`src/rtl/muldiv_seq.sv`:
```
// Iterative multiply/divide unit owning HI/LO: shift-add multiply, restoring divide,
// WIDTH RUN cycles plus one FIX cycle for sign correction and result write.
module muldiv_seq #(
    parameter int WIDTH = 32
) (
    input  logic             clk,
    input  logic             rst,
    input  logic             start,
    input  logic [1:0]       op,
    input  logic [WIDTH-1:0] a,
    input  logic [WIDTH-1:0] b,
    input  logic             hilo_rd,
    output logic             busy,
    output logic             stall,
    output logic             done,
    output logic             div_by_zero,
    output logic [WIDTH-1:0] hi,
    output logic [WIDTH-1:0] lo
);
    localparam int CW = (WIDTH > 1) ? $clog2(WIDTH) : 1;

    typedef enum logic [1:0] {IDLE, RUN, FIX} state_t;
    state_t state, state_nxt;

    logic [CW-1:0]    cnt;
    logic             is_div, sgn_q, sgn_r, dz_flag;
    logic [WIDTH-1:0] acc_hi, acc_lo, opnd;

    logic             is_idle, a_neg, b_neg, div_zero_req;
    logic [WIDTH-1:0] a_abs, b_abs;
    logic [WIDTH:0]   mul_sum, div_shift, div_diff;
    logic [2*WIDTH-1:0] prod, prod_neg;

    assign is_idle      = (state == IDLE);
    assign busy         = !is_idle;
    assign stall        = hilo_rd & (busy | (start & is_idle));
    assign div_zero_req = op[1] && (b == '0);

    assign a_neg = op[0] & a[WIDTH-1];
    assign b_neg = op[0] & b[WIDTH-1];
    assign a_abs = a_neg ? -a : a;
    assign b_abs = b_neg ? -b : b;

    // Multiply: acc_hi is the running partial product, acc_lo shifts out multiplier bits.
    assign mul_sum  = {1'b0, acc_hi} + {1'b0, (acc_lo[0] ? opnd : '0)};
    // Divide: acc_hi is the partial remainder, acc_lo shifts dividend out and quotient in.
    assign div_shift = {acc_hi, acc_lo[WIDTH-1]};
    assign div_diff  = div_shift - {1'b0, opnd};

    assign prod     = {acc_hi, acc_lo};
    assign prod_neg = -prod;

    always_ff @(posedge clk) begin
        if (rst) state <= IDLE;
        else     state <= state_nxt;
    end

    always_comb begin
        state_nxt = state;
        case (state)
            IDLE:    if (start) state_nxt = div_zero_req ? FIX : RUN;
            RUN:     if (cnt == CW'(WIDTH-1)) state_nxt = FIX;
            FIX:     state_nxt = IDLE;
            default: state_nxt = IDLE;
        endcase
    end

    always_ff @(posedge clk) begin
        if (rst) begin
            cnt         <= '0;
            is_div      <= 1'b0;
            sgn_q       <= 1'b0;
            sgn_r       <= 1'b0;
            dz_flag     <= 1'b0;
            acc_hi      <= '0;
            acc_lo      <= '0;
            opnd        <= '0;
            hi          <= '0;
            lo          <= '0;
            done        <= 1'b0;
            div_by_zero <= 1'b0;
        end else begin
            done        <= 1'b0;
            div_by_zero <= 1'b0;
            case (state)
                IDLE: if (start) begin
                    is_div  <= op[1];
                    cnt     <= '0;
                    opnd    <= op[1] ? b_abs : a_abs;
                    sgn_q   <= a_neg ^ b_neg;
                    sgn_r   <= a_neg;
                    dz_flag <= 1'b0;
                    if (div_zero_req) begin
                        // Preload the architected divide-by-zero result; FIX writes it unchanged.
                        acc_hi  <= a;
                        acc_lo  <= '1;
                        sgn_q   <= 1'b0;
                        sgn_r   <= 1'b0;
                        dz_flag <= 1'b1;
                    end else begin
                        acc_hi <= '0;
                        acc_lo <= op[1] ? a_abs : b_abs;
                    end
                end
                RUN: begin
                    cnt <= cnt + CW'(1);
                    if (!is_div) begin
                        acc_hi <= mul_sum[WIDTH:1];
                        acc_lo <= {mul_sum[0], acc_lo[WIDTH-1:1]};
                    end else if (!div_diff[WIDTH]) begin
                        acc_hi <= div_diff[WIDTH-1:0];
                        acc_lo <= {acc_lo[WIDTH-2:0], 1'b1};
                    end else begin
                        acc_hi <= div_shift[WIDTH-1:0];
                        acc_lo <= {acc_lo[WIDTH-2:0], 1'b0};
                    end
                end
                FIX: begin
                    done        <= 1'b1;
                    div_by_zero <= dz_flag;
                    if (!is_div) begin
                        {hi, lo} <= sgn_q ? prod_neg : prod;
                    end else begin
                        lo <= sgn_q ? -acc_lo : acc_lo;
                        hi <= sgn_r ? -acc_hi : acc_hi;
                    end
                end
                default: ;
            endcase
        end
    end
endmodule
```
`config.mk`:
```
export PLATFORM = sky130hd
export DESIGN_NAME = muldiv_seq
export DESIGN_NICKNAME = d
export VERILOG_FILES = /design/src/rtl/muldiv_seq.sv
export SDC_FILE = /design/constraint.sdc
export NUM_CORES = 1
export LEC_CHECK = 0
export CAP_MARGIN = 20
export CORE_UTILIZATION = 45
export DETAILED_ROUTE_END_ITERATION = 8
export GPL_TIMING_DRIVEN = 0
export PLACE_DENSITY_LB_ADDON = 0.05
export SLEW_MARGIN = 20
export SYNTH_ARGS = -nofsm -noshare
export SYNTH_HDL_FRONTEND = slang
export SYNTH_SLANG_ARGS = --single-unit
```
`constraint.sdc`:
```
create_clock -name clk -period 3.45 [get_ports clk]
set_input_delay 0.5175 -clock clk [delete_from_list [all_inputs] [get_ports clk]]
set_output_delay 0.5175 -clock clk [all_outputs]
set_load 0.05 [all_outputs]
```
==> metrics.md, run 1 <==
| Metric | Value |
|---|---|
| Status | completed |
| Global Route Usage Sum | 0.359 |
| Primary FF master, synth | dfxtp_1 |
| Fin crit share | 0.984 |
| Die Height | approximately 180 µm |
| Critical Path AT | ~3.8 ns |
| Slew headroom | 0.344 |
| Initial DRC Count | 1,710 |
| Clk buf depth | 2 |
| Port Buffers | 136 |
| Die extent in x | 182 µm |
| Post-synth EDFFs | 0 |
| GPL Wtd Cong | 1.02 |
| Dpl cell area | roughly 17,000 µm² |
| Area growth syn-to-layout | 19.8% |
| RSZ-0062 raised after global routing | true |
| Final Instance Area | 17,500 µm² |
| Core Area | 31,800 µm² |
| Final Critical Period | approximately 3.4 ns |
| Gr ovfl total | 0 |
| DRC | 0 |
| Post-synthesis sequential area ratio | 0.237 |
| Routed wire length per instance | 23.2 µm |
| Critical path peak fanout | 10 |
| Iteration count of the initial detailed-routing pass | 6 |
| Synth cell types | 83 |
| Placement Setup Slack | -0.947 ns |
| Largest net degree at the start of global routing | 18 |
| CP Class | register to register |
| # hold bufs at CTS | 0 |
| Via/cell ratio | 6.22 |
| Cell Chain, Critical Path | inv_6 -> buf_2 -> nor2_1 -> ha_1 -> clkbuf_1 -> and3_1 -> nand4_1 -> a21oi_1 -> o31ai_1 -> a21oi_1 -> nor3_1 -> a311oi_1 -> o311ai_1 -> o21ai_0 |
| Post-synthesis sequential element count | approximately 170 |
| Final worst slack | between 0.05 and 0.06 ns |
| PD cells | roughly 520 nW/µm² |
| Core Util, Final | 0.552 |
| Startpoint Class | register |
| Final Non-Filler Cells | between 2,000 and 3,000 |
| CTS H-tree depth | 4 |
| Most frequent cell after synthesis | nor2_1 |
| Syn_area_per_cell | 7.31 µm² |
| Slowest-stage cell, CP | a311oi_1 |
| Delay-heaviest family, CP | compound AO/OA/AOI/OAI gates |
| Worst vdd ir | roughly 0.00046 V |
| Post-Route WL | between 60,000 and 70,000 µm |
| Final net count | 2,314 |
| Initial core utilization | 0.460 |
| Post-route ant nets | 0 |
| Post-synthesis cell count | approximately 2,000 |
| MaxCap Viol Count | 0 |
| Die ar. | roughly 33,000 µm² |
| Pins Over Slew Limit | 0 |
| Bufs and invs on worst path | 3 |
| CP required | 3.84 ns |
| CP most frequent cell | a21oi_1 |
| Site Rows | 65 |
| Vias in the first global route | 14,800 |
| Hold Fails Final Rpt | 0 |
| First-pass GRT wire length | 90,300 µm |
| Leak | 6.57 nW |
| Async SR Flop Fraction | 0 |
| Inst Count DP | around 2,600 |
| Synth area leaders | dfxtp_1, a21oi_1, ha_1 |
| Clock Pin Slew Worst Setup and Hold Paths | approximately 0.07 ns |
| Final setup vio count | 0 |
| Largest stage delay, worst path | 0.42 ns |
| DPL Wire Length | 48,500 µm |
| Share of cells above drive strength 1 | 0.0710 |
| Syn_nets | 2,143 |
| Vias | 16,300 |
| Synth top area share | 0.237 |
| # IOs | between 100 and 150 |
| Sink Count | about 170 |
| HP Class | register to register |
| Synth Cell Area | 14,600 µm² |
| CTS tree | yes |
| Fmax | 295 MHz |
| Initial antenna violation count | 0 |
| Worst Skew | 0.0114 ns |
| List of most frequent post-synthesis cells | nor2_1, a21oi_1, nand2_1 |
| Setup crit end kind | register |
| Clock latency on the worst-skew pair | 0.46 ns |
| Yosys synthesis warning count | 0 |
| Cts bufs inserted | 17 |
| Worst slew pin tran | ~0.98 ns |
| Hold slack | 0.451 ns |
| Leading area contributor after synthesis | dfxtp_1 |
| CTS root buffer | clkbuf_16 |
-- registers in the layout (all words and copies together), names as in the netlist --
name	flops
acc_hi	32
acc_lo	32
cnt	5
div_by_zero	1
done	1
dz_flag	1
hi	32
is_div	1
lo	32
opnd	32
sgn_q	1
sgn_r	1
state	2
-- kinds of logic (layout without fill, tap and decap cells) --
| kind of cell | after synthesis | count (layout) | share of synthesized area |
|---|---|---|---|
| and+or+nand+nor | 689 | 689 | 0.225 |
| AOI/OAI and AO/OA | 638 | 638 | 0.277 |
| buffers and inverters | 194 | 377 | 0.0514 |
| DFF | 173 | 173 | 0.237 |
| xor gates and xnor gates | 167 | 167 | 0.0999 |
| adders and majority gates | 72 | 72 | 0.0626 |
| muxes | 68 | 68 | 0.0474 |
| other | 0 | 1 | 0 |
-- power breakdown --
group / switching, W / internal (W)
Sequential: 0.000342 / 0.00222
Combinational: 0.00295 / 0.00174
Clock: 0.000969 / 0.000942
-- worst paths after layout --
check / from / endpoint / slack (ns) / cells past startpoint
worst max-delay path: acc_lo[0] / acc_hi[26] / 0.06 / 14
worst min-delay path: hi[10] / hi[10] / 0.45 / 2
worst max register to register: acc_lo[0] / acc_hi[26] / 0.06 / 14
worst min register to register: hi[10] / hi[10] / 0.45 / 2
-- per-stage QoR --
stage	total power [W]	TNS (ns)
4_1_cts	0.00892	0
3_3_place_gp	0.00693	-44.64
2_1_floorplan	0.00554	0
3_5_place_dp	0.00697	-42.37
6_report	0.00916	0
5_1_grt	0.00961	-0.0525
-- routing by layer --
layer / global-route usage / part of all wire / routed length [µm]
met1: 0.484 / 0.44 / 26600
met2: 0.574 / 0.45 / 27100
met3: 0.0475 / 0.076 / 4640
met4: 0.150 / 0.041 / 2510
met5: 0 / 0 / 0
-- cell usage in the layout (no fill, tap or decap), types with 10 or more instances in the layout --
cell and instances:
xor2_1 79, buf_1 13, nor2_1 227, a31oi_1 15, nand2b_1 19, ha_1 68
nor3_1 50, o21a_1 12, nand2_1 197, xnor2_1 87, a21o_1 36, inv_1 58
a211oi_1 71, clkdlybuf4s50_1 135, dfxtp_1 163, nand3_1 32, o22ai_1 13, mux2i_1 57
o41ai_1 15, a221oi_1 17, o211ai_1 20, mux2_2 11, o31ai_1 31, or3_1 29
clkbuf_1 102, or4_1 12, clkbuf_16 17, nor4_1 14, and2_1 13, nand4_1 17
buf_4 21, a21oi_1 197, o21ai_0 126, o21bai_1 10, nor2b_1 17
-- final cells by class --
type	instances	area, µm²
sequential	173	3480
antenna	1	2.50
buffer	131	543
inverter	60	230
fill	3178	14300
clock inverter	14	125
clock buffer	17	425
timing repair buffer	155	1520
tap	435	544
multi-input combinational	1634	10700
-- worst register-to-register path, stage by stage (launching register included) --
cell and delay, ns:
dfxtp_4 0.38, inv_6 0.10, buf_2 0.26, nor2_1 0.09, ha_1 0.27, clkbuf_1 0.33
and3_1 0.28, nand4_1 0.12, a21oi_1 0.14, o31ai_1 0.09, a21oi_1 0.40, nor3_1 0.11
a311oi_1 0.42, o311ai_1 0.18, o21ai_0 0.16
-- what timing repair did --
action | in CTS | in global routing
hold endpoints to repair | 0 | 0
pin swaps | 9 | 10
gates resized for setup | 38 | 49
setup endpoints to repair | 62 | 59
setup buffers | 10 | 9
(Power assumes the default switching activity.)
==> inputs of run 2 (changes only) <==
CORE_MARGIN = 3   (was unset)
DONT_BUFFER_PORTS = 1   (was unset)
clock period = 3.55 ns   (was 3.45 ns; I/O delays follow)
==> run 2 against run 1 <==
Against the previous run:
- critical path depth shrank 2
- utilization decreased by 4.8 points
- clock skew rose by 0.0022 ns
- highest routed layer unchanged
- cell count down 5.3%
- routed wire length is 0.61% higher
- combinational power fell by 12%
- flip-flop and latch count unchanged
- worst setup slack improved by 0.064 ns
==> metrics.md, run 2 (same netlist as run 1, synthesis figures left out) <==
| Metric | Value |
|---|---|
| First-pass GRT wire length | 90,800 µm (+0.46%) |
| Clk buf depth | 2 (unchanged) |
| Crit path from | acc_hi[15] |
| Initial core utilization | 0.460 (unchanged) |
| Clock latency on the worst-skew pair | 0.47 ns (about the same) |
| Die Height | 186 µm (+2.2%) |
| Leak | 6.02 nW (-8.3%) |
| Vias in the first global route | 14,300 (-3.6%) |
| Worst slew pin tran | 1.00 ns (+0.0189 ns) |
| Initial antenna violation count | 0 (unchanged) |
| Initial DRC Count | 1,618 (-5.4%) |
| Critical Path AT | 3.85 ns (+0.07 ns) |
| Die extent in x | 186 µm (+2.2%) |
| Clock power share | 0.224 (+0.015) |
| Core Area | 31,800 µm² (unchanged) |
| Clock Pin Slew Worst Setup and Hold Paths | 0.08 ns (about the same) |
| Worst Skew | 0.0137 ns (+0.00223 ns) |
| Largest stage delay, worst path | 0.68 ns (+0.26 ns) |
| Cts bufs inserted | 17 (unchanged) |
| MaxCap Viol Count | 0 (unchanged) |
| Via/cell ratio | 6.28 (+1.0%) |
| Die ar. | 34,700 µm² (+4.4%) |
| Final setup vio count | 0 (unchanged) |
| Share of cells above drive strength 1 | 0.0621 (-0.00887) |
| Final Non-Filler Cells | 2,480 (-5.3%) |
| Site Rows | 65 (unchanged) |
| Fin crit share | 0.966 (-0.0175) |
| CP Class | register to register |
| Worst hold path depth | 2 (unchanged) |
| Final net count | 2,174 (-6.1%) |
| Sw Ratio | 0.472 (+0.00681) |
| CTS H-tree depth | 4 (unchanged) |
| Logic pwr share | 0.474 (-0.038) |
| Post-Route WL | 61,200 µm (+0.61%) |
| Critical path peak fanout | 10 (unchanged) |
| Startpoint Class | register |
| Hold Fails Final Rpt | 0 (unchanged) |
| Slowest-stage cell, CP | dfxtp_1 |
| Area growth syn-to-layout | 9.35% |
| Inst Count DP | 2,436 (-5.3%) |
| HP Class | primary input to register |
| Commonest cells after routing, fill and taps aside | nor2_1, a21oi_1, nand2_1 |
| Post-route ant nets | 0 (unchanged) |
| Worst vdd ir | 0.000363 V (-20%) |
| CP required | 3.97 ns (+0.13 ns) |
| CTS tree | yes |
| Min-Delay Startpoint | a[0] |
| Register-to-register setup slack | 0.12 ns (+0.06 ns) |
| GPL Wtd Cong | 1.02 (about the same) |
| R2R cell count | 12 (-2) |
| Pint | 0.00461 W (-5.9%) |
| Hold Path End | opnd[0] |
| R2r endpoint | acc_hi[23] |
| DPL Wire Length | 49,000 µm (+1.0%) |
| Final Instance Area | 16,000 µm² (-8.7%) |
| Port Buffers | 0 (-100%) |
| Vias | 15,600 (-4.4%) |
| Status | completed |
| # IOs | 138 (unchanged) |
| Routed wire length per instance | 24.7 µm (+6.3%) |
| Worst R2R Start | acc_hi[15] |
| Sequential power share | 0.302 (+0.023) |
| Gr ovfl total | 0 (unchanged) |
| Most common cell after layout, fill and taps aside | nor2_1 |
| Cell Chain, Critical Path | ha_1 -> clkbuf_1 -> nand4_1 -> o211ai_1 -> a41oi_2 -> o32ai_1 -> or3_1 -> nand3_2 -> buf_6 -> nor3_1 -> a31oi_1 -> o211a_1 |
| Largest net degree at the start of global routing | 20 (+2) |
| Global Route Usage Sum | 0.338 (-0.0204) |
| Fmax | 291 MHz (-1.1%) |
| Iteration count of the initial detailed-routing pass | 5 (-1) |
| Net switching power | 0.00412 W (-3.3%) |
| Sink Count | 173 (unchanged) |
| Dpl cell area | 15,200 µm² (-8.2%) |
| Setup crit end kind | register |
| Slew headroom | 0.330 (-0.0141) |
| Antenna fix cells | 0 (-1) |
| CTS root buffer | clkbuf_16 |
| PD cells | 545 nW/µm² (+4.4%) |
| Final Critical Period | 3.43 ns (+0.0364 ns) |
| Pins Over Slew Limit | 0 (unchanged) |
| DRC | 0 (unchanged) |
[run 2: changes by cell type in the layout (fill, tap and decap cells not counted), sizes merged]
cell	before	now
buf	44	37
clkinvlp	5	1
inv	66	67
clkbuf	123	126
clkinv	3	7
dlymetal6s2s	1	0
diode	1	0
clkdlybuf4s50	135	0
[run 2: metrics by stage]
step                      power (W)  utilization  hold slack, ns  TNS, ns  setup slack [ns]
after floorplan             0.00539            -           0.432        0             0.277
after global placement      0.00659        0.477           0.442   -19.71            -0.826
after detailed placement    0.00661        0.478           0.446    -9.67            -0.662
after CTS                   0.00859        0.498           0.352        0           0.00772
after global routing        0.00917        0.503           0.357  -0.0723           -0.0414
final                       0.00873        0.503           0.347        0             0.119
[run 2: worst max-delay path by stage]
stage / end / cells past startpoint
6_report: acc_hi[23] / 12
5_1_grt: acc_hi[27] / 13
4_1_cts: acc_hi[27] / 13
3_5_place_dp: acc_hi[31] / 13
3_3_place_gp: acc_hi[24] / 10
2_1_floorplan: acc_hi[23] / 13
[run 2: power groups by stage]
stage               registers [W]  logic (W)  clock network [W]
finish                    0.00263    0.00414            0.00195
global route              0.00265    0.00449            0.00203
CTS                       0.00261    0.00401            0.00196
detailed placement        0.00266    0.00396                  0
global placement          0.00265    0.00393                  0
floorplan                 0.00250    0.00288                  0
[run 2: worst max-delay path, delay by kind of cell, from the launching register on]
kind | cells | cell delay, ns
buffers and inverters | 2 | 0.40
flip-flops | 1 | 0.68
AO/OA/AOI/OAI | 5 | 1.15
AND/OR/NAND/NOR | 4 | 0.80
adder cells (fa/ha/maj) | 1 | 0.33
[run 2: layout make-up]
type / instances / area [µm²]
plain buffers: 134 / 552
clock buffers: 17 / 425
clock inverters: 15 / 164
fillers: 3253 / 15800
inverters: 60 / 230
multi-input cells: 1634 / 10500
flip-flops and latches: 173 / 3470
well taps: 435 / 544
repair buffers: 12 / 90.1
[run 2: timing repair]
| action | in CTS | in global routing |
|---|---|---|
| setup buffers | 2 | 10 |
| endpoints found under the setup margin | 32 | 34 |
| resized for setup | 20 | 32 |
| hold buffers | 0 | 0 |
| pin swaps | 1 | 11 |
[run 2: metal layers]
layer	vias to the layer above	wire length, µm	global-route usage
met1	7448	26900	0.464
met3	118	4720	0.0579
met5	-	0	0
li1	7323	-	-
met2	680	27100	0.534
met4	0	2460	0.127
